### config.mk
export PLATFORM = sky130hd
export DESIGN_NAME = vga_window_pixel_pipe_flat
export DESIGN_NICKNAME = d
export VERILOG_FILES = /design/src/rtl/vga_pkg.sv /design/src/rtl/vga_window_pixel_pipe_if.sv /design/src/rtl/vga_delay_line.sv /design/src/rtl/vga_window_pixel_pipe.sv /design/src/flat_wrapper.sv
export SDC_FILE = /design/constraint.sdc
export NUM_CORES = 1
export LEC_CHECK = 0
export CORE_MARGIN = 1
export CORE_UTILIZATION = 48
export CTS_BUF_LIST = sky130_fd_sc_hd__clkbuf_4
export DETAILED_ROUTE_END_ITERATION = 8
export PLACE_DENSITY = 0.87
export SLEW_MARGIN = 20
export SYNTH_ARGS = -nofsm -noshare
export SYNTH_HDL_FRONTEND = slang
export SYNTH_SLANG_ARGS = --single-unit
### constraint.sdc
create_clock -name CLK -period 2.05 [get_ports CLK]
set_input_delay 0.205 -clock CLK [delete_from_list [all_inputs] [get_ports CLK]]
set_output_delay 0.205 -clock CLK [all_outputs]
set_load 0.05 [all_outputs]
### src/rtl/vga_pkg.sv
// Shared types and constants for the VGA window pixel pipe: mode encoding,
// default RGB565 field widths, colour-bar table and the aligned flag bundle.
package vga_pkg;

  localparam int unsigned DEF_R_W = 5;
  localparam int unsigned DEF_G_W = 6;
  localparam int unsigned DEF_B_W = 5;

  typedef enum logic [1:0] {
    MODE_PASS = 2'd0,
    MODE_H2X  = 2'd1,
    MODE_BARS = 2'd2,
    MODE_FILL = 2'd3
  } mode_e;

  localparam int unsigned BAR_CNT = 8;

  // {r,g,b} full-on flags per bar, left to right: white..black
  localparam logic [2:0] BAR_TABLE [BAR_CNT] = '{
    3'b111, 3'b110, 3'b011, 3'b010, 3'b101, 3'b100, 3'b001, 3'b000
  };

  typedef struct packed {
    mode_e      mode;
    logic       ready;
    logic       in_win;
    logic       rd;
    logic       phase;
    logic       empty_at_rd;
    logic [2:0] bar;
  } pix_flags_t;

  function automatic logic [2:0] bar_flags(input logic [2:0] idx);
    return BAR_TABLE[idx];
  endfunction

endpackage

### src/rtl/vga_window_pixel_pipe_if.sv
// Frame FIFO read port as seen by the pixel pipe (master) and the FIFO (slave).
interface vga_window_pixel_pipe_if #(
  parameter int unsigned PIX_W = 16
);
  logic             fifo_rd_en;
  logic [PIX_W-1:0] fifo_data;
  logic             fifo_empty;

  modport master (output fifo_rd_en, input fifo_data, input fifo_empty);
  modport slave  (input fifo_rd_en, output fifo_data, output fifo_empty);
endinterface

### src/rtl/vga_delay_line.sv
// Fixed-depth shift register with async reset; aligns per-pixel flags with
// the FIFO read latency.
module vga_delay_line #(
  parameter int unsigned WIDTH = 1,
  parameter int unsigned DEPTH = 1
) (
  input  logic             clk,
  input  logic             rst,
  input  logic [WIDTH-1:0] din,
  output logic [WIDTH-1:0] dout
);

  logic [DEPTH-1:0][WIDTH-1:0] stage_q;
  logic [DEPTH-1:0][WIDTH-1:0] stage_d;

  if (DEPTH == 1) begin : g_one
    always_comb stage_d = din;
  end else begin : g_many
    always_comb stage_d = {stage_q[DEPTH-2:0], din};
  end

  always_ff @(posedge clk or posedge rst) begin
    if (rst) stage_q <= '0;
    else     stage_q <= stage_d;
  end

  assign dout = stage_q[DEPTH-1];

endmodule

### src/rtl/vga_window_pixel_pipe.sv
// VGA pixel output stage: windowed FIFO reads, read-latency alignment,
// 2x horizontal replication, colour bars, solid fill and underflow tracking.
module vga_window_pixel_pipe
  import vga_pkg::*;
#(
  parameter  int unsigned ADDR_W  = 11,
  parameter  int unsigned H_START = 1,
  parameter  int unsigned V_START = 50,
  parameter  int unsigned WIN_W   = 800,
  parameter  int unsigned WIN_H   = 480,
  parameter  int unsigned R_W     = DEF_R_W,
  parameter  int unsigned G_W     = DEF_G_W,
  parameter  int unsigned B_W     = DEF_B_W,
  parameter  int unsigned RD_LAT  = 1,
  localparam int unsigned PIX_W   = R_W + G_W + B_W
) (
  input  logic                    CLK,
  input  logic                    RST,
  input  logic                    Ready_Sig,
  input  logic [ADDR_W-1:0]       Column_Addr_Sig,
  input  logic [ADDR_W-1:0]       Row_Addr_Sig,
  input  logic [1:0]              mode,
  input  logic [PIX_W-1:0]        fill_color,
  vga_window_pixel_pipe_if.master fifo,
  input  logic                    underflow_clr,
  output logic [R_W-1:0]          Red_Sig,
  output logic [G_W-1:0]          Green_Sig,
  output logic [B_W-1:0]          Blue_Sig,
  output logic                    underflow,
  output logic                    frame_start
);

  localparam int unsigned BAR_LEN = WIN_W / 8;
  localparam int unsigned CNT_W   = $clog2(BAR_LEN + 1);
  localparam logic [ADDR_W-1:0] COL_LO = ADDR_W'(H_START);
  localparam logic [ADDR_W-1:0] COL_HI = ADDR_W'(H_START + WIN_W);
  localparam logic [ADDR_W-1:0] ROW_LO = ADDR_W'(V_START);
  localparam logic [ADDR_W-1:0] ROW_HI = ADDR_W'(V_START + WIN_H);
  localparam logic [CNT_W-1:0]  CNT_LAST = CNT_W'(BAR_LEN - 1);

  mode_e            mode_q, mode_d;
  logic             frame_start_q, frame_start_d;
  logic             phase_q, phase_d;
  logic             underflow_q, underflow_d;
  logic [CNT_W-1:0] bar_cnt_q, bar_cnt_d;
  logic [2:0]       bar_idx_q, bar_idx_d;
  logic [PIX_W-1:0] hold_q, hold_d;
  logic [PIX_W-1:0] rgb_q, rgb_d;

  logic             in_win_c, frame_c, rd_en_c, empty_at_rd_c;
  pix_flags_t       flags_c, flags_dl;
  logic [PIX_W-1:0] word_c, pix_c, bar_pix_c;
  logic [2:0]       bar_rgb_c;

  // Address stage: window decode, read strobe, mode shadow, phase and bar position
  always_comb begin
    in_win_c = Ready_Sig
            && (Column_Addr_Sig >= COL_LO) && (Column_Addr_Sig < COL_HI)
            && (Row_Addr_Sig >= ROW_LO)    && (Row_Addr_Sig < ROW_HI);
    frame_c  = Ready_Sig && (Column_Addr_Sig == '0) && (Row_Addr_Sig == '0);

    case (mode_q)
      MODE_PASS: rd_en_c = in_win_c;
      MODE_H2X:  rd_en_c = in_win_c && !phase_q;
      default:   rd_en_c = 1'b0;
    endcase
    rd_en_c       = rd_en_c && !RST;
    empty_at_rd_c = rd_en_c && fifo.fifo_empty;

    mode_d        = frame_c ? mode_e'(mode) : mode_q;
    frame_start_d = frame_c;
    phase_d       = in_win_c && !phase_q;
    // a new underflow in the same cycle as a clear keeps the flag set
    underflow_d   = empty_at_rd_c || (underflow_q && !underflow_clr);

    bar_cnt_d = '0;
    bar_idx_d = '0;
    if (in_win_c) begin
      if (bar_cnt_q == CNT_LAST) begin
        bar_idx_d = bar_idx_q + 3'd1;
      end else begin
        bar_cnt_d = bar_cnt_q + CNT_W'(1);
        bar_idx_d = bar_idx_q;
      end
    end

    flags_c = '{mode: mode_q, ready: Ready_Sig, in_win: in_win_c, rd: rd_en_c,
                phase: phase_q, empty_at_rd: empty_at_rd_c, bar: bar_idx_q};
  end

  vga_delay_line #(
    .WIDTH ($bits(pix_flags_t)),
    .DEPTH (RD_LAT)
  ) u_flags_dl (
    .clk  (CLK),
    .rst  (RST),
    .din  (flags_c),
    .dout (flags_dl)
  );

  // Aligned stage: FIFO word (or fill on underflow), hold for the second 2x column
  always_comb begin
    word_c    = flags_dl.empty_at_rd ? fill_color : fifo.fifo_data;
    hold_d    = flags_dl.rd ? word_c : hold_q;
    bar_rgb_c = bar_flags(flags_dl.bar);
    bar_pix_c = {{R_W{bar_rgb_c[2]}}, {G_W{bar_rgb_c[1]}}, {B_W{bar_rgb_c[0]}}};

    case (flags_dl.mode)
      MODE_PASS: pix_c = word_c;
      MODE_H2X:  pix_c = flags_dl.phase ? hold_q : word_c;
      MODE_BARS: pix_c = bar_pix_c;
      default:   pix_c = fill_color;
    endcase

    rgb_d = (flags_dl.ready && flags_dl.in_win) ? pix_c : '0;
  end

  always_ff @(posedge CLK or posedge RST) begin
    if (RST) begin
      mode_q        <= MODE_PASS;
      frame_start_q <= 1'b0;
      phase_q       <= 1'b0;
      underflow_q   <= 1'b0;
      bar_cnt_q     <= '0;
      bar_idx_q     <= '0;
      hold_q        <= '0;
      rgb_q         <= '0;
    end else begin
      mode_q        <= mode_d;
      frame_start_q <= frame_start_d;
      phase_q       <= phase_d;
      underflow_q   <= underflow_d;
      bar_cnt_q     <= bar_cnt_d;
      bar_idx_q     <= bar_idx_d;
      hold_q        <= hold_d;
      rgb_q         <= rgb_d;
    end
  end

  assign fifo.fifo_rd_en = rd_en_c;
  assign Red_Sig         = rgb_q[PIX_W-1 -: R_W];
  assign Green_Sig       = rgb_q[B_W +: G_W];
  assign Blue_Sig        = rgb_q[B_W-1:0];
  assign underflow       = underflow_q;
  assign frame_start     = frame_start_q;

endmodule

### src/flat_wrapper.sv
// flat-port wrapper written by rule: the top's interface ports become plain ports
module vga_window_pixel_pipe_flat import vga_pkg::*;
#(
  parameter  int unsigned ADDR_W  = 11,
  parameter  int unsigned H_START = 1,
  parameter  int unsigned V_START = 50,
  parameter  int unsigned WIN_W   = 800,
  parameter  int unsigned WIN_H   = 480,
  parameter  int unsigned R_W     = DEF_R_W,
  parameter  int unsigned G_W     = DEF_G_W,
  parameter  int unsigned B_W     = DEF_B_W,
  parameter  int unsigned RD_LAT  = 1,
  localparam int unsigned PIX_W   = R_W + G_W + B_W
)
  (CLK, RST, Ready_Sig, Column_Addr_Sig, Row_Addr_Sig, mode, fill_color, underflow_clr, Red_Sig, Green_Sig, Blue_Sig, underflow, frame_start, fifo_fifo_rd_en, fifo_fifo_data, fifo_fifo_empty);
  vga_window_pixel_pipe_if fifo_i ();
  input  logic CLK;
  input  logic RST;
  input  logic Ready_Sig;
  input  logic [ADDR_W-1:0] Column_Addr_Sig;
  input  logic [ADDR_W-1:0] Row_Addr_Sig;
  input  logic [1:0] mode;
  input  logic [PIX_W-1:0] fill_color;
  input  logic underflow_clr;
  output logic [R_W-1:0] Red_Sig;
  output logic [G_W-1:0] Green_Sig;
  output logic [B_W-1:0] Blue_Sig;
  output logic underflow;
  output logic frame_start;
  output wire logic [$bits(fifo_i.fifo_rd_en)-1:0] fifo_fifo_rd_en;
  input wire logic [$bits(fifo_i.fifo_data)-1:0] fifo_fifo_data;
  input wire logic [$bits(fifo_i.fifo_empty)-1:0] fifo_fifo_empty;
  assign fifo_fifo_rd_en = fifo_i.fifo_rd_en;
  assign fifo_i.fifo_data = fifo_fifo_data;
  assign fifo_i.fifo_empty = fifo_fifo_empty;
  vga_window_pixel_pipe #(.ADDR_W(ADDR_W), .H_START(H_START), .V_START(V_START), .WIN_W(WIN_W), .WIN_H(WIN_H), .R_W(R_W), .G_W(G_W), .B_W(B_W), .RD_LAT(RD_LAT)) u_core (.CLK(CLK), .RST(RST), .Ready_Sig(Ready_Sig), .Column_Addr_Sig(Column_Addr_Sig), .Row_Addr_Sig(Row_Addr_Sig), .mode(mode), .fill_color(fill_color), .fifo(fifo_i), .underflow_clr(underflow_clr), .Red_Sig(Red_Sig), .Green_Sig(Green_Sig), .Blue_Sig(Blue_Sig), .underflow(underflow), .frame_start(frame_start));
endmodule
# ---- After elaboration in Yosys (flattened, before gate mapping)
# Memories as Yosys holds them, arrays and structs flattened.
# Cells that the tools add are included.
dict set report word_totals {
  out_inout_bits 19
  n_memories 1
  register_bits 57
  inputBits 61
  romBits 24
}
dict set report classes {
  eq_ne 5
  bitwise_logic 1
  n_mux 11
  reduce_logical 19
  n_lt_le_gt_ge 5
  n_addsub 2
}
# name words word_bits read_ports rd_ports_with_merged_regs write_ports line_no
set mem_list {}
lappend mem_list {{(no name shown)} 8 3 1 0 0 vga_pkg.sv:34} ;# return BAR_TABLE[idx];
# cell n
set ops {}
lappend ops {{16-bit 2-to-1 mux} 3}
lappend ops {{16-bit one-hot mux with 3 select lines} 1}
lappend ops {{11-bit zero test} 2}
lappend ops {{11-bit by 10-bit < comparator with 1-bit output, second input constant} 2}
lappend ops {{7-bit 2-to-1 mux} 2}
lappend ops {{3-bit 2-to-1 mux} 4}
lappend ops {{11-bit by 1-bit >= comparator with 1-bit output, second input constant} 1}
lappend ops {{11-bit by 6-bit >= comparator with 1-bit output, second input constant} 1}
lappend ops {{1-bit logical AND} 11}
lappend ops {{7-bit by 1-bit adder with 7-bit output, second input constant} 1}
lappend ops {{7-bit equality test, second input constant} 1}
lappend ops {{2-bit by 1-bit equality test with 1-bit output, second input constant} 2}
lappend ops {{4-bit >= comparator, second input constant} 1}
lappend ops {{2-bit zero test} 2}
lappend ops {{3-bit inverter with 4-bit output} 1}
lappend ops {{3-bit by 1-bit adder with 3-bit output, second input constant} 1}
lappend ops {{1-bit zero test} 3}
lappend ops {{2-bit equality test, second input constant} 1}
lappend ops {{2-bit != test, second input constant} 1}
lappend ops {{1-bit one-hot mux with 2 select lines} 1}
lappend ops {{1-bit logical OR} 1}

# ---- Longest topological paths before layout
# Gate-level depths: netlist of the first run.
dict set report depth {
  word_depth 10
  ltp_mapped 6
}

# ---- By module
# Synthesis of the first run repeated with hierarchy kept, for this count alone.
dict set report unflattened {
  hier_cells 263
  area_unflattened_um2 2703.8
}
# mod seq_area_each_um2 area_per_inst_um2 n_inst cells_each
set modules_own_cells {}
lappend modules_own_cells {vga_window_pixel_pipe 1176.1 2449.8 1 252}
lappend modules_own_cells {vga_delay_line 250.2 254.0 1 11}

# ---- Worst setup path after synthesis of the first run
# OpenSTA, ideal clock, no wires.
dict set report synth_path {
  path_type {input to register}
  from {input Column_Addr_Sig[10]}
  to {register u_core.u_flags_dl.stage_q (netlist bit u_core.u_flags_dl.dout[5])}
  n_path_buf 2
  t_arrival_ps 2386
  path_stages 6
  path_slack_ps -581
  path_cell_list {nor3b_1 nand2_1 or4b_1 clkbuf_1 buf_2 nor3_1}
}
dict set report synth_between {
  elab_chain_len 8
  elab_cells_between_ends 9
}
# element line_no
set synth_lines {}
lappend synth_lines {{from (decl)} flat_wrapper.sv:20} ;# input logic [ADDR_W-1:0] Column_Addr_Sig;
lappend synth_lines {{11-bit by 1-bit >= comparator with 1-bit output} vga_window_pixel_pipe.sv:58} ;# && (Column_Addr_Sig >= COL_LO) && (Column_Addr_Sig < COL_HI)
lappend synth_lines {{1-bit logical AND} vga_window_pixel_pipe.sv:58}
lappend synth_lines {{1-bit logical AND *} vga_window_pixel_pipe.sv:58}
lappend synth_lines {{1-bit logical AND * (2 in series)} vga_window_pixel_pipe.sv:59} ;# && (Row_Addr_Sig >= ROW_LO) && (Row_Addr_Sig < ROW_HI);
lappend synth_lines {{1-bit logical AND} vga_window_pixel_pipe.sv:64} ;# MODE_H2X: rd_en_c = in_win_c && !phase_q;
lappend synth_lines {{1-bit one-hot mux with 2 select lines *} vga_window_pixel_pipe.sv:62} ;# case (mode_q)
lappend synth_lines {{1-bit logical AND *} vga_window_pixel_pipe.sv:67} ;# rd_en_c = rd_en_c && !RST;
lappend synth_lines {{net fifo_fifo_rd_en} flat_wrapper.sv:30} ;# output wire logic [$bits(fifo_i.fifo_rd_en)-1:0] fifo_fifo_rd_en;
lappend synth_lines {{to (signal assigned)} vga_delay_line.sv:24} ;# else stage_q <= stage_d;
lappend synth_lines {{to (decl)} vga_delay_line.sv:13} ;# logic [DEPTH-1:0][WIDTH-1:0] stage_q;
# Mark *: on every way through the listed nets, which the timed path passes. The rest lies on a longest branch.
# A chain may end at the register's enable or synchronous reset.

# ---- Worst setup path in the final report of the first run
dict set report layout_path {
  from {input Row_Addr_Sig[6]}
  to {output fifo_fifo_rd_en}
}
dict set report layout_between {
  elab_chain_len 6
  elab_cells_between_ends 7
}
# element line_no
set layout_lines {}
lappend layout_lines {{from (decl)} flat_wrapper.sv:21} ;# input logic [ADDR_W-1:0] Row_Addr_Sig;
lappend layout_lines {{11-bit by 6-bit >= comparator with 1-bit output} vga_window_pixel_pipe.sv:59}
lappend layout_lines {{1-bit logical AND} vga_window_pixel_pipe.sv:59}
lappend layout_lines {{1-bit logical AND *} vga_window_pixel_pipe.sv:59}
lappend layout_lines {{1-bit logical AND} vga_window_pixel_pipe.sv:64}
lappend layout_lines {{1-bit one-hot mux with 2 select lines *} vga_window_pixel_pipe.sv:62}
lappend layout_lines {{1-bit logical AND *} vga_window_pixel_pipe.sv:67}
lappend layout_lines {{to (decl)} flat_wrapper.sv:30}
# Mark *: on every way between the ends. The rest lies on a longest branch, timed or not.

==> summary.txt, run 1 <==
share of async-settable or async-resettable flops after synthesis = 100%
clock tree from TritonCTS = built
kind of start point of the critical path = input pin
most used cell along the critical path = or4_4
syn_nets = 322
synthesis-stage register bit count = 57
top fanout value on the critical path = 2
full die area = 0.00580 mm2
number of max-slew violations in the final report = 0
data arrival at the endpoint of the critical path = 1800 ps
CTS Sinks = 57
period utilization = 97.9%
via density per instance = 5.28
initial core utilization = 50.7%
total chip power = 0.00233 W
area of the core = 0.00520 mm2
number of cells produced by synthesis = 259
Synth Area in Compound Gates = 12.9%
count of placed standard cells including taps = 410
Detailed Place HPWL = 4300 um
number of CTS-inserted buffers = 9
number of antenna-violating nets in the routed design = 0
synthesized cell area = 0.00264 mm2
wire per inst = 14.0 um
simple-gate portion of the synthesized area = 19.1%
clock root buffer = clkbuf_4
xor and xnor area share after synthesis = 2.32%
Longest Clk Path Bufs = 2
register area share after synthesis = 54.1%
clock-pin slew of the registers on the worst-case setup and hold paths = 80 ps
placement row count = 26
highest-delay cell along the critical path = or4_4
count of flip-flops with a built-in enable after synthesis = 0
Final Hold Violating Endpoints = 0
clock network latency to the later pin of the worst-skew pair = 390 ps
Static Leakage = 1.64 nW
count of placed standard cells in the final layout, fillers left out = 428
outcome = complete, no violations
Max rail drop VDD = 0.000355 V
initial antenna violation count = 0
dominant combinational cell family by area after synthesis = simple AND/OR/NAND/NOR gates
max-cap check violation count = 0
first-pass detailed-route iteration total = 4
type of the most critical hold path = in2reg
count of endpoints failing setup in the final report = 0
peak clock frequency supported by timing = 0.498 GHz
capturing element type of the critical path = output pin
PwrDens = 617 mW/mm2
post-layout worst setup margin = 43.8 ps
pin slew with the least headroom to its limit = 721 ps
routability congestion estimate from global placement = 0.768
Post-Synth Adder-Cell Area = 0.949%
setup TNS = 0 ps
count of warnings emitted by yosys = 0
count of H-tree levels built during CTS = 3
I/O pin count = 80
final critical delay including setup and external delays = 2010 ps
number of diodes added for antenna fixing = 0
drt drc = 0
DRC marker count from the first detailed-route iteration = 122
DIE WIDTH = 76.1 um
Crit Path Class = in2out
area growth from synthesis to layout = 42.9%
Total Wirelength = 5980 um
portion of netlist area occupied by mux cells = 7.31%
data required time of the worst path = 1850 ps
Cell variety after synth = 38
share of layout cells above drive strength 1 = 12.8%
fill cell instance count of the final layout = 387
Setup Skew = 16.3 ps
wire length of the first global-routing pass = 10400 um
chip height = 76.1 um
worst slew margin relative to its limit = 51.5%
number of buffers added to fix hold violations after cts = 0
count of port buffers added during placement = 79
maximum number of pins on one net before global-route repair = 34
Final #Nets = 416
vias after detailed routing = 2258
worst path cell trace = dlygate4sd2_1 -> or4_4 -> or4_4 -> o21ai_4 -> nor3_4 -> buf_12
dpl ws = -229 ps
Synth Area per Inst = 10.2 um2
highest cell delay on the worst timing path = 510 ps
GRT Util Overall = 22.8%
most used flip-flop cell after synthesis = dfrtp_1
global-route congestion overflow total = 0
number of global-route vias before repair = 2363
[path summary, 6_finish.rpt]
check	startpoint	to	slack, ps	cells after the start
worst max register to register	u_core.bar_cnt_q[4]	u_core.bar_idx_q[0]	410	4
max in group asynchronous	RST	u_core.bar_idx_q[1]	1460	3
worst min register to register	u_core.bar_idx_q[2]	u_core.u_flags_dl.dout[2]	410	0
worst min-delay path	Ready_Sig	u_core.u_flags_dl.dout[7]	210	2
worst max-delay path	Row_Addr_Sig[6]	fifo_fifo_rd_en	40	6
min in group asynchronous	RST	u_core.rgb_q[10]	240	3
[per-stage QoR]
| step | hold WS [ps] | util, % | instance area (um2) |
|---|---|---|---|
| after global placement | 376 | 69.1 | 3590 |
| after CTS | 197 | 72.2 | 3760 |
| after floorplan | 236 | - | 2650 |
| after global routing | 199 | 72.4 | 3770 |
| final | 210 | 72.4 | 3770 |
| after detailed placement | 391 | 69.1 | 3590 |
[where the power goes]
| part | total, W | internal, W | switching (W) |
|---|---|---|---|
| Clock | 0.000770 | 0.000387 | 0.000383 |
| Sequential | 0.00124 | 0.00120 | 0.0000373 |
| Combinational | 0.000315 | 0.000169 | 0.000146 |
[cell usage in the layout (no fill, tap or decap), types with 2 or more instances in the layout]
cell type / instances
nand3b_1: 2
o21ai_0: 18
nor2b_1: 16
mux2i_1: 17
nor2_1: 21
buf_4: 18
nand3_1: 4
nor4b_1: 4
or4_4: 2
nor3_1: 11
ha_1: 2
inv_1: 6
clkbuf_4: 11
nand4_1: 2
dfrtp_1: 57
nand2_1: 21
xnor2_1: 2
clkdlybuf4s50_1: 66
dlygate4sd2_1: 10
nor4_1: 2
xor2_1: 5
mux2_2: 2
nor3_4: 2
o22ai_1: 16
a21oi_1: 17
clkinv_1: 3
[what timing repair did]
action                     in CTS  in global routing
pin swaps                       5                  2
gates resized for setup        18                  2
setup endpoints to repair       1                  1
cloned                          0                  0
buffers inserted                2                  0
[state kept, by name, summed over array words and instances, names as in the netlist]
| name | count |
|---|---|
| u_core.bar_cnt_q | 7 |
| u_core.phase_q | 1 |
| u_core.mode_q | 2 |
| u_core.hold_q | 16 |
| u_core.frame_start | 1 |
| u_core.underflow | 1 |
| u_core.u_flags_dl.dout | 10 |
| u_core.rgb_q | 16 |
| u_core.bar_idx_q | 3 |
[worst max-delay path, delay by kind of cell]
kind | cells | cell delay [ps]
and+or+nand+nor | 3 | 1090
AOI/OAI and AO/OA | 1 | 100
buffers and inverters | 2 | 400
[synthesized netlist by cell type, types with 2 or more instances]
cell	count	area (um2)
nand3_1	4	20.0
buf_2	2	10.0
nor2_1	21	78.8
xnor2_1	2	17.5
nor4b_1	5	43.8
nor2b_1	16	100
a21oi_1	17	85.1
xor2_1	5	43.8
o22ai_1	16	100
mux2_2	2	22.5
nor4_1	2	12.5
inv_1	7	26.3
nand3b_1	2	15.0
mux2i_1	17	170
nand2_1	21	78.8
clkbuf_1	11	41.3
nand4_1	2	12.5
dfrtp_1	57	1430
nor3_1	13	65.1
ha_1	2	25.0
o21ai_0	18	90.1
[cell type report]
class | count | area [um2] | share of cell area, %
inverter | 7 | 26.3 | 0.697
timing repair buffer | 97 | 926 | 24.6
clock inverter | 5 | 46.3 | 1.23
sequential | 57 | 1430 | 37.8
clock buffer | 11 | 82.6 | 2.19
tap | 70 | 87.6 | 2.32
multi-input combinational | 181 | 1170 | 31.1
[logic make-up (layout without fill, tap and decap cells)]
| logic type | count (synthesis) | after routing |
|---|---|---|
| compound gates | 59 | 59 |
| simple gates | 94 | 94 |
| flops | 57 | 57 |
| xor+xnor | 7 | 7 |
| fa+ha+maj | 2 | 2 |
| buf+inv | 21 | 120 |
| mux | 19 | 19 |
[metal layers]
layer / GRT usage [%] / wire [um] / up-vias
li1: - / - / 1112
met1: 26.8 / 2490 / 1052
met4: 7.50 / 38 / 0
met5: 0 / 0 / -
met3: 6.71 / 421 / 5
met2: 39.9 / 3030 / 89
Note: power is estimated with default switching activity, not from simulation.
==> run 2: changes to the inputs <==
--- a/config.mk
+++ b/config.mk
@@ -5,11 +5,13 @@
 export SDC_FILE = /design/constraint.sdc
 export NUM_CORES = 1
 export LEC_CHECK = 0
+export CELL_PAD_IN_SITES_DETAIL_PLACEMENT = 1
+export CELL_PAD_IN_SITES_GLOBAL_PLACEMENT = 1
 export CORE_MARGIN = 1
-export CORE_UTILIZATION = 48
+export CORE_UTILIZATION = 37
 export CTS_BUF_LIST = sky130_fd_sc_hd__clkbuf_4
 export DETAILED_ROUTE_END_ITERATION = 8
-export PLACE_DENSITY = 0.87
+export PLACE_DENSITY = 0.88
 export SLEW_MARGIN = 20
 export SYNTH_ARGS = -nofsm -noshare
 export SYNTH_HDL_FRONTEND = slang
==> run 2 against run 1 <==
- die area rose by 29%
- non-clock buffer count rose by 4
- clock power fell by 14%
- hold slack got worse by 130 ps
- clock skew fell by 2.2 ps
- critical endpoint unchanged
==> summary.txt, run 2 (same netlist as run 1, synthesis figures left out) <==
drt drc = 0 (unchanged)
Final #Nets = 420 (+0.96%)
full die area = 0.00747 mm2 (+29%)
CP Depth = 6 (unchanged)
clock-pin slew of the registers on the worst-case setup and hold paths = 100 ps (+20 ps)
outcome = complete, no violations
worst slew margin relative to its limit = 52.6% (+1.1 points)
crit-path leading delay family = simple AND/OR/NAND/NOR gates
data required time of the worst path = 1850 ps (about the same)
Static Leakage = 1.65 nW (+0.59%)
count of placed standard cells in the final layout, fillers left out = 458 (+7.0%)
count of port buffers added during placement = 79 (unchanged)
most used cell along the critical path = or4_4
total non-filler cell area in the finished layout = 0.00381 mm2 (+1.1%)
via density per instance = 5.07 (-3.8%)
wire per inst = 16.1 um (+15%)
depth of the most critical reg-to-reg path = 4 (unchanged)
count of endpoints failing setup in the final report = 0 (unchanged)
placement row count = 30 (+15%)
period utilization = 99.0% (+1.1 points)
worst setup path endpoint = fifo_fifo_rd_en
peak clock frequency supported by timing = 0.493 GHz (-1.1%)
GRT Util Overall = 21.6% (-1.2 points)
wire length of the first global-routing pass = 12300 um (+18%)
Setup Skew = 14.1 ps (-2.16 ps)
Crit Path Class = in2out
highest cell delay on the worst timing path = 520 ps (about the same)
clock tree from TritonCTS = built
Longest Clk Path Bufs = 2 (unchanged)
crit path launch = Row_Addr_Sig[6]
worst path cell trace = dlygate4sd2_1 -> or4_4 -> or4_4 -> o21ai_4 -> nor3_4 -> buf_12
Critical R2R Launch = u_core.bar_cnt_q[3]
DIE WIDTH = 86.4 um (+14%)
R2R Setup Slk = 390 ps (-20 ps)
final critical delay including setup and external delays = 2030 ps (+23.2 ps)
Buffers & Inverters on Critical Path = 2 (unchanged)
kind of start point of the critical path = input pin
I/O pin count = 80 (unchanged)
Final Hold Violating Endpoints = 0 (unchanged)
area growth from synthesis to layout = 44.4%
number of diodes added for antenna fixing = 0 (unchanged)
global-route congestion overflow total = 0 (unchanged)
Detailed Place HPWL = 5140 um (+20%)
worst r2r dst = u_core.bar_idx_q[0]
Total Wirelength = 7360 um (+23%)
most frequent cells in the layout = 68 x clkdlybuf4s50_1, 57 x dfrtp_1, 21 x nor2_1, 21 x nand2_1, 21 x buf_4
maximum number of pins on one net before global-route repair = 52 (+53%)
top fanout value on the critical path = 3 (+1)
PwrDens = 585 mW/mm2 (-5.2%)
count of H-tree levels built during CTS = 3 (unchanged)
chip height = 86.4 um (+14%)
type of the most critical hold path = in2async
first-pass detailed-route iteration total = 4 (unchanged)
number of antenna-violating nets in the routed design = 0 (unchanged)
Max rail drop VDD = 0.000277 V (-22%)
pin slew with the least headroom to its limit = 709 ps (-11.0 ps)
clock root buffer = clkbuf_4
CTS Sinks = 57 (unchanged)
share of layout cells above drive strength 1 = 13.8% (+0.96 points)
capturing element type of the critical path = output pin
routability congestion estimate from global placement = 0.761 (-0.90%)
max-cap check violation count = 0 (unchanged)
number of global-route vias before repair = 2534 (+7.2%)
number of buffers added to fix hold violations after cts = 0 (unchanged)
fill cell instance count of the final layout = 764 (+97%)
highest-delay cell along the critical path = or4_4
clock network latency to the later pin of the worst-skew pair = 390 ps (about the same)
most common library cell in the layout ignoring fill and taps = clkdlybuf4s50_1
data arrival at the endpoint of the critical path = 1820 ps (+20 ps)
number of max-slew violations in the final report = 0 (unchanged)
number of CTS-inserted buffers = 9 (unchanged)
hold slack final = 83.9 ps (-126 ps)
initial core utilization = 38.6% (-12 points)
vias after detailed routing = 2324 (+2.9%)
DRC marker count from the first detailed-route iteration = 86 (-30%)
placed cell area = 0.00364 mm2 (+1.3%)
count of placed standard cells including taps = 436 (+6.3%)
initial antenna violation count = 0 (unchanged)
area of the core = 0.00683 mm2 (+31%)
run 2: metal layers:
layer / up-vias / track usage (%) / wire, um
met5: - / 0 / 0
met3: 6 / 6.48 / 417
met4: 0 / 5.30 / 49
met1: 1122 / 24.9 / 3020
li1: 1117 / - / -
met2: 79 / 39.1 / 3870
run 2: how the worst min path moves through the flow:
stage	start	endpoint	depth (start not counted)
finish	RST	u_core.bar_cnt_q[0]	2
detailed placement	u_core.bar_idx_q[2]	u_core.u_flags_dl.dout[2]	0
global placement	u_core.bar_idx_q[2]	u_core.u_flags_dl.dout[2]	0
CTS	RST	u_core.bar_cnt_q[0]	2
floorplan	Ready_Sig	u_core.u_flags_dl.dout[7]	0
global route	RST	u_core.bar_cnt_q[0]	2
run 2: area by class of cell:
type / count / area [um2] / share of cell area, %
clock buffers: 11 / 82.6 / 2.17
clock inverters: 5 / 22.5 / 0.591
inverters: 7 / 26.3 / 0.690
multi-input cells: 181 / 1160 / 30.5
flip-flops and latches: 57 / 1430 / 37.5
well taps: 96 / 120 / 3.15
repair buffers: 101 / 971 / 25.5
run 2: repair_timing:
action | 4_1_cts | 5_1_grt
buffers inserted | 4 | 2
cloned | 0 | 0
endpoints found under the setup margin | 1 | 1
resized for setup | 13 | 3
pin swaps | 5 | 4
run 2: report_power, final:
group	leakage, nW	switching (W)	internal (W)	total [W]
Combinational	0.851	0.000150	0.000174	0.000324
Sequential	0.736	0.0000403	0.00120	0.00124
Clock	0.0655	0.000398	0.000263	0.000661
run 2: per-stage QoR:
stage	power, W	setup slack [ps]	utilization, %	TNS (ps)
3_3_place_gp	0.00157	-174	53.3	-2710
4_1_cts	0.00227	8.93	55.4	0
5_1_grt	0.00237	-11.6	55.8	-11.6
2_1_floorplan	0.00139	104	-	0
6_report	0.00223	20.6	55.8	0
3_5_place_dp	0.00159	-233	53.3	-3630
==> variant 1, RTL diff (config.mk and constraints of run 1) <==
`rgb_q` no longer has a reset.
--- a/src/rtl/vga_window_pixel_pipe.sv
+++ b/src/rtl/vga_window_pixel_pipe.sv
@@ -125,5 +125,4 @@
       bar_idx_q     <= '0;
       hold_q        <= '0;
-      rgb_q         <= '0;
     end else begin
       mode_q        <= mode_d;
@@ -134,6 +133,9 @@
       bar_idx_q     <= bar_idx_d;
       hold_q        <= hold_d;
-      rgb_q         <= rgb_d;
     end
+  end
+
+  always_ff @(posedge CLK) begin
+    rgb_q <= rgb_d;
   end
 
Check against the original RTL: differs if RST is asserted again (counterexample within 4 cycles, from zero or initial values and one cycle with RST high); with RST held inactive, the same outputs for 10 cycles.
==> variant 1 against run 1 <==
  * Synthesized area shrank 2.0%
  * Clock skew grew 0.0024 ns
  * Total power shrank 2.8%
  * Design area shrank 1.5%
  * Worst setup slack gained 0.017 ns
  * Sequential cell count is the same
  * Routed wire length grew 3.8%
  * Clock power shrank 10%
  * Count of clock-buffer cells in the layout grew 3
  * Utilization shrank 0.15 points
  * Critical path type unchanged
  * Largest cell class unchanged
  * Highest routed layer unchanged
==> variant 1: results (changes against run 1) <==
| Metric | Value |
|---|---|
| ClkCell Share | 3.07% (was 3.42%) |
| Sequential cell area share | 36.3% (was 37.8%) |
| Syn_nets | 321 (was 322) |
| Post-CTS repair timing setup buffer count | 1 (was 2) |
| Pwr Density | 609 nW/um^2 (was 617 nW/um^2) |
| Register area share after synthesis | 52.1% (was 54.1%) |
| Crit path from | Row_Addr_Sig[8] (was Row_Addr_Sig[6]) |
| Result of the run | finished clean (unchanged) |
| Slew headroom | 54.9% (was 51.5%) |
| Non-CTS buffers | 94 (was 97) |
| Mapped Cells | 258 (was 259) |
| Vias per inst | 5.41 (was 5.28) |
| Placed Area | 3520 sq um (was 3590 sq um) |
| Routed wire length | 6210 microns (was 5980 microns) |
| First-pass GRT wire length | 10,100 microns (was 10,400 microns) |
| Logic inverters | 5 (was 7) |
| Comb power frac | 14.6% (was 13.6%) |
| GR Util All Layers | 24.1% (was 22.8%) |
| Crit Reg-Reg Startpoint | u_core.bar_cnt_q[0]$_DFF_PP0_ (was u_core.bar_cnt_q[4]$_DFF_PP0_) |
| Fill count | 389 (was 387) |
| Hold Worst Slack | 0.139 ns (was 0.210 ns) |
| Non-clk buf share | 25.3% (was 24.6%) |
| Synth area leaders | dfrtp_1 (40%), dfxtp_1 (12%), mux2i_1 (6.6%) (was dfrtp_1 (54%), mux2i_1 (6.5%), nor2b_1 (3.8%)) |
| Largest net degree at the start of global routing | 33 (was 34) |
| RR Endpoint | u_core.bar_idx_q[2]$_DFFE_PP0P_ (was u_core.bar_idx_q[0]$_DFFE_PP0P_) |
| Maximum VDD drop | 276 uV (was 355 uV) |
| Hold Crit Class | in -> async (was in -> reg) |
| Non-Filler Instances | 424 (was 428) |
| Post-Place Cells | 406 (was 410) |
| Register-to-register setup slack | 0.49 ns (was 0.41 ns) |
| Post-synth top cells | dfrtp_1 (41), nor2_1 (23), a21oi_1 (22) (was dfrtp_1 (57), nand2_1 (21), nor2_1 (21)) |
| LEAKAGE | 1.55 nW (was 1.64 nW) |
| Layout cells sized above 1 | 13.0% (was 12.8%) |
| Pre-CTS WS | -0.125 ns (was -0.229 ns) |
| Worst-path maximum fanout | 3 (was 2) |
| R2R depth | 5 (was 4) |
| Number of global-route vias before repair | 2,336 (was 2,363) |
==> variant 1: cell types whose count changed after synthesis, moves of 3 or more <==
cell      change
a21oi_1       +5
clkbuf_1      -4
dfrtp_1      -16
dfxtp_1      +16
nand3_1       +5
nor2b_1       -6
nor3_1        -3
nor4_1        +3
nor4_4        +3
nor4b_1       -3
xnor2_1       +3
xor2_1        -3
==> variant 1: logic make-up (layout without fill, tap and decap cells) <==
group / count (synthesis) / count (layout) / synth area share [%]
flops: 57 / 57 / 52.1
fa+ha+maj: 2 / 2 / 0.968
compound gates: 62 / 62 / 13.8
simple gates: 92 / 92 / 19.7
buf+inv: 19 / 115 / 3.63
xor+xnor: 7 / 7 / 2.37
mux: 19 / 19 / 7.45
==> variant 1: metal layers <==
layer / part of all wire [%] / track usage, % / vias up
li1: - / - / 1108
met1: 39 / 27.0 / 1059
met2: 51 / 42.1 / 114
met3: 8.0 / 5.29 / 14
met4: 2.2 / 14.4 / 0
met5: 0 / 0 / -
==> variant 2, RTL diff (settings of run 1) <==
Made on the original files. `V_START` is set to 50 in 2 places; all go to 25.
--- a/src/rtl/vga_window_pixel_pipe.sv
+++ b/src/rtl/vga_window_pixel_pipe.sv
@@ -6,5 +6,5 @@
   parameter  int unsigned ADDR_W  = 11,
   parameter  int unsigned H_START = 1,
-  parameter  int unsigned V_START = 50,
+  parameter  int unsigned V_START = 25,
   parameter  int unsigned WIN_W   = 800,
   parameter  int unsigned WIN_H   = 480,
--- a/src/flat_wrapper.sv
+++ b/src/flat_wrapper.sv
@@ -4,5 +4,5 @@
   parameter  int unsigned ADDR_W  = 11,
   parameter  int unsigned H_START = 1,
-  parameter  int unsigned V_START = 50,
+  parameter  int unsigned V_START = 25,
   parameter  int unsigned WIN_W   = 800,
   parameter  int unsigned WIN_H   = 480,
Behaviour: not the same (Yosys sat finds a counterexample within 4 cycles, from zero or initial values and one cycle with RST high).
==> variant 2 against run 1 <==
  * Sequential cell count unchanged
  * Via count decreased by 0.35%
  * Total power decreased by 0.81%
  * Utilization decreased by 1.7 points
  * Synthesized area increased by 0.43%
  * Worst setup slack improved by 0.081 ns
  * Hold slack improved by 0.040 ns
  * Maximum frequency increased by 4.2%
  * Synthesized cell count decreased by 0.77%
  * Routed wire length decreased by 2.7%
  * Final cell count decreased by 2.3%
  * Design area decreased by 2.4%
  * Critical path type unchanged
  * Highest routed layer unchanged
==> variant 2: results (changes against run 1) <==
| Metric | Value |
|---|---|
| First-pass GRT wire length | 10,100 microns (was 10,400 microns) |
| Post-synth top cells | dfrtp_1 (57), nor2_1 (26), nand2_1 (19) (was dfrtp_1 (57), nand2_1 (21), nor2_1 (21)) |
| Pre-CTS WS | 0.0837 ns (was -0.229 ns) |
| Worst slew pin tran | 0.661 ns (was 0.721 ns) |
| Routed wire length | 5820 microns (was 5980 microns) |
| Final HPWL DP | 4070 microns (was 4300 microns) |
| Syn_nets | 320 (was 322) |
| Register-to-register setup slack | 0.47 ns (was 0.41 ns) |
| GR Util All Layers | 22.3% (was 22.8%) |
| Hold Worst Slack | 0.250 ns (was 0.210 ns) |
| Largest net degree at the start of global routing | 33 (was 34) |
| CP max stage cell | clkdlybuf4s50_1 (was or4_4) |
| Max stage delay on crit path | 0.41 ns (was 0.51 ns) |
| Maximum VDD drop | 350 uV (was 355 uV) |
| Final nets | 406 (was 416) |
| Post-Place Cells | 402 (was 410) |
| Result of the run | finished clean (unchanged) |
| NetSw | 583 uW (was 567 uW) |
| Layout cells sized above 1 | 11.5% (was 12.8%) |
| Setup Skew | 0.00809 ns (was 0.0163 ns) |
| Critical Path AT | 1.72 ns (was 1.80 ns) |
| Hold Crit Class | in -> async (was in -> reg) |
| Synth area leaders | dfrtp_1 (54%), mux2i_1 (6.4%), nor2b_1 (4.0%) (was dfrtp_1 (54%), mux2i_1 (6.5%), nor2b_1 (3.8%)) |
| Crit Reg-Reg Startpoint | u_core.bar_cnt_q[3]$_DFF_PP0_ (was u_core.bar_cnt_q[4]$_DFF_PP0_) |
| Register area share after synthesis | 53.8% (was 54.1%) |
| Initial drt markers | 112 (was 122) |
| Number of global-route vias before repair | 2,391 (was 2,363) |
==> variant 2: power groups by stage <==
stage	clock network, mW	logic [mW]	registers [mW]
detailed placement	0	0.304	1.26
global placement	0	0.293	1.25
CTS	0.788	0.308	1.24
floorplan	0	0.126	1.26
finish	0.763	0.306	1.24
global route	0.844	0.341	1.25
==> variant 2: layer usage <==
layer  up-vias  global-route usage [%]  wire length, microns
met1      1062                    24.6                  2390
met2        95                    38.4                  2940
li1       1087                       -                     -
met3         6                    7.31                   418
met4         0                    11.0                    70
met5         -                       0                     0
==> variant 2: how the worst max path moves through the flow <==
stage / from / end / cells past startpoint
floorplan: Column_Addr_Sig[1] / fifo_fifo_rd_en / 5
global placement: Column_Addr_Sig[1] / fifo_fifo_rd_en / 6
detailed placement: Column_Addr_Sig[1] / fifo_fifo_rd_en / 6
CTS: Column_Addr_Sig[1] / fifo_fifo_rd_en / 6
global route: Column_Addr_Sig[1] / fifo_fifo_rd_en / 6
finish: Column_Addr_Sig[1] / fifo_fifo_rd_en / 6
==> variant 2: area by class of cell <==
type,count,area [sq um],share of cell area [%]
tap,70,87.6,2.38
clock inverter,7,61.3,1.67
clock buffer,9,67.6,1.84
sequential,57,1430,38.8
inverter,7,26.3,0.714
timing repair buffer,89,876,23.8
multi-input combinational,179,1130,30.8
==> variant 2: worst max-delay path: cells and delay by family <==
family                 cells  cell delay [ns]
and+or+nand+nor            2             0.59
AOI/OAI and AO/OA          2             0.34
buffers and inverters      2             0.58
==> variant 2: cell families after synthesis <==
kind of cell / count (synthesis) / share of synthesized area (%)
mux: 19 / 7.27
flops: 57 / 53.8
simple gates: 95 / 19.8
xor+xnor: 7 / 2.31
fa+ha+maj: 2 / 0.945
compound gates: 56 / 12.2
buf+inv: 21 / 3.59
==> variant 2: metrics by stage <==
step	total power, mW	area, sq um
after CTS	2.33	3670
after detailed placement	1.56	3540
after global placement	1.55	3540
after floorplan	1.39	2650
after global routing	2.43	3680
final	2.31	3680
==> variant 2: what timing repair did <==
action / CTS / global route
endpoints found under the setup margin: 0 / 1
resized for setup: 0 / 1
buffers inserted: 0 / 0
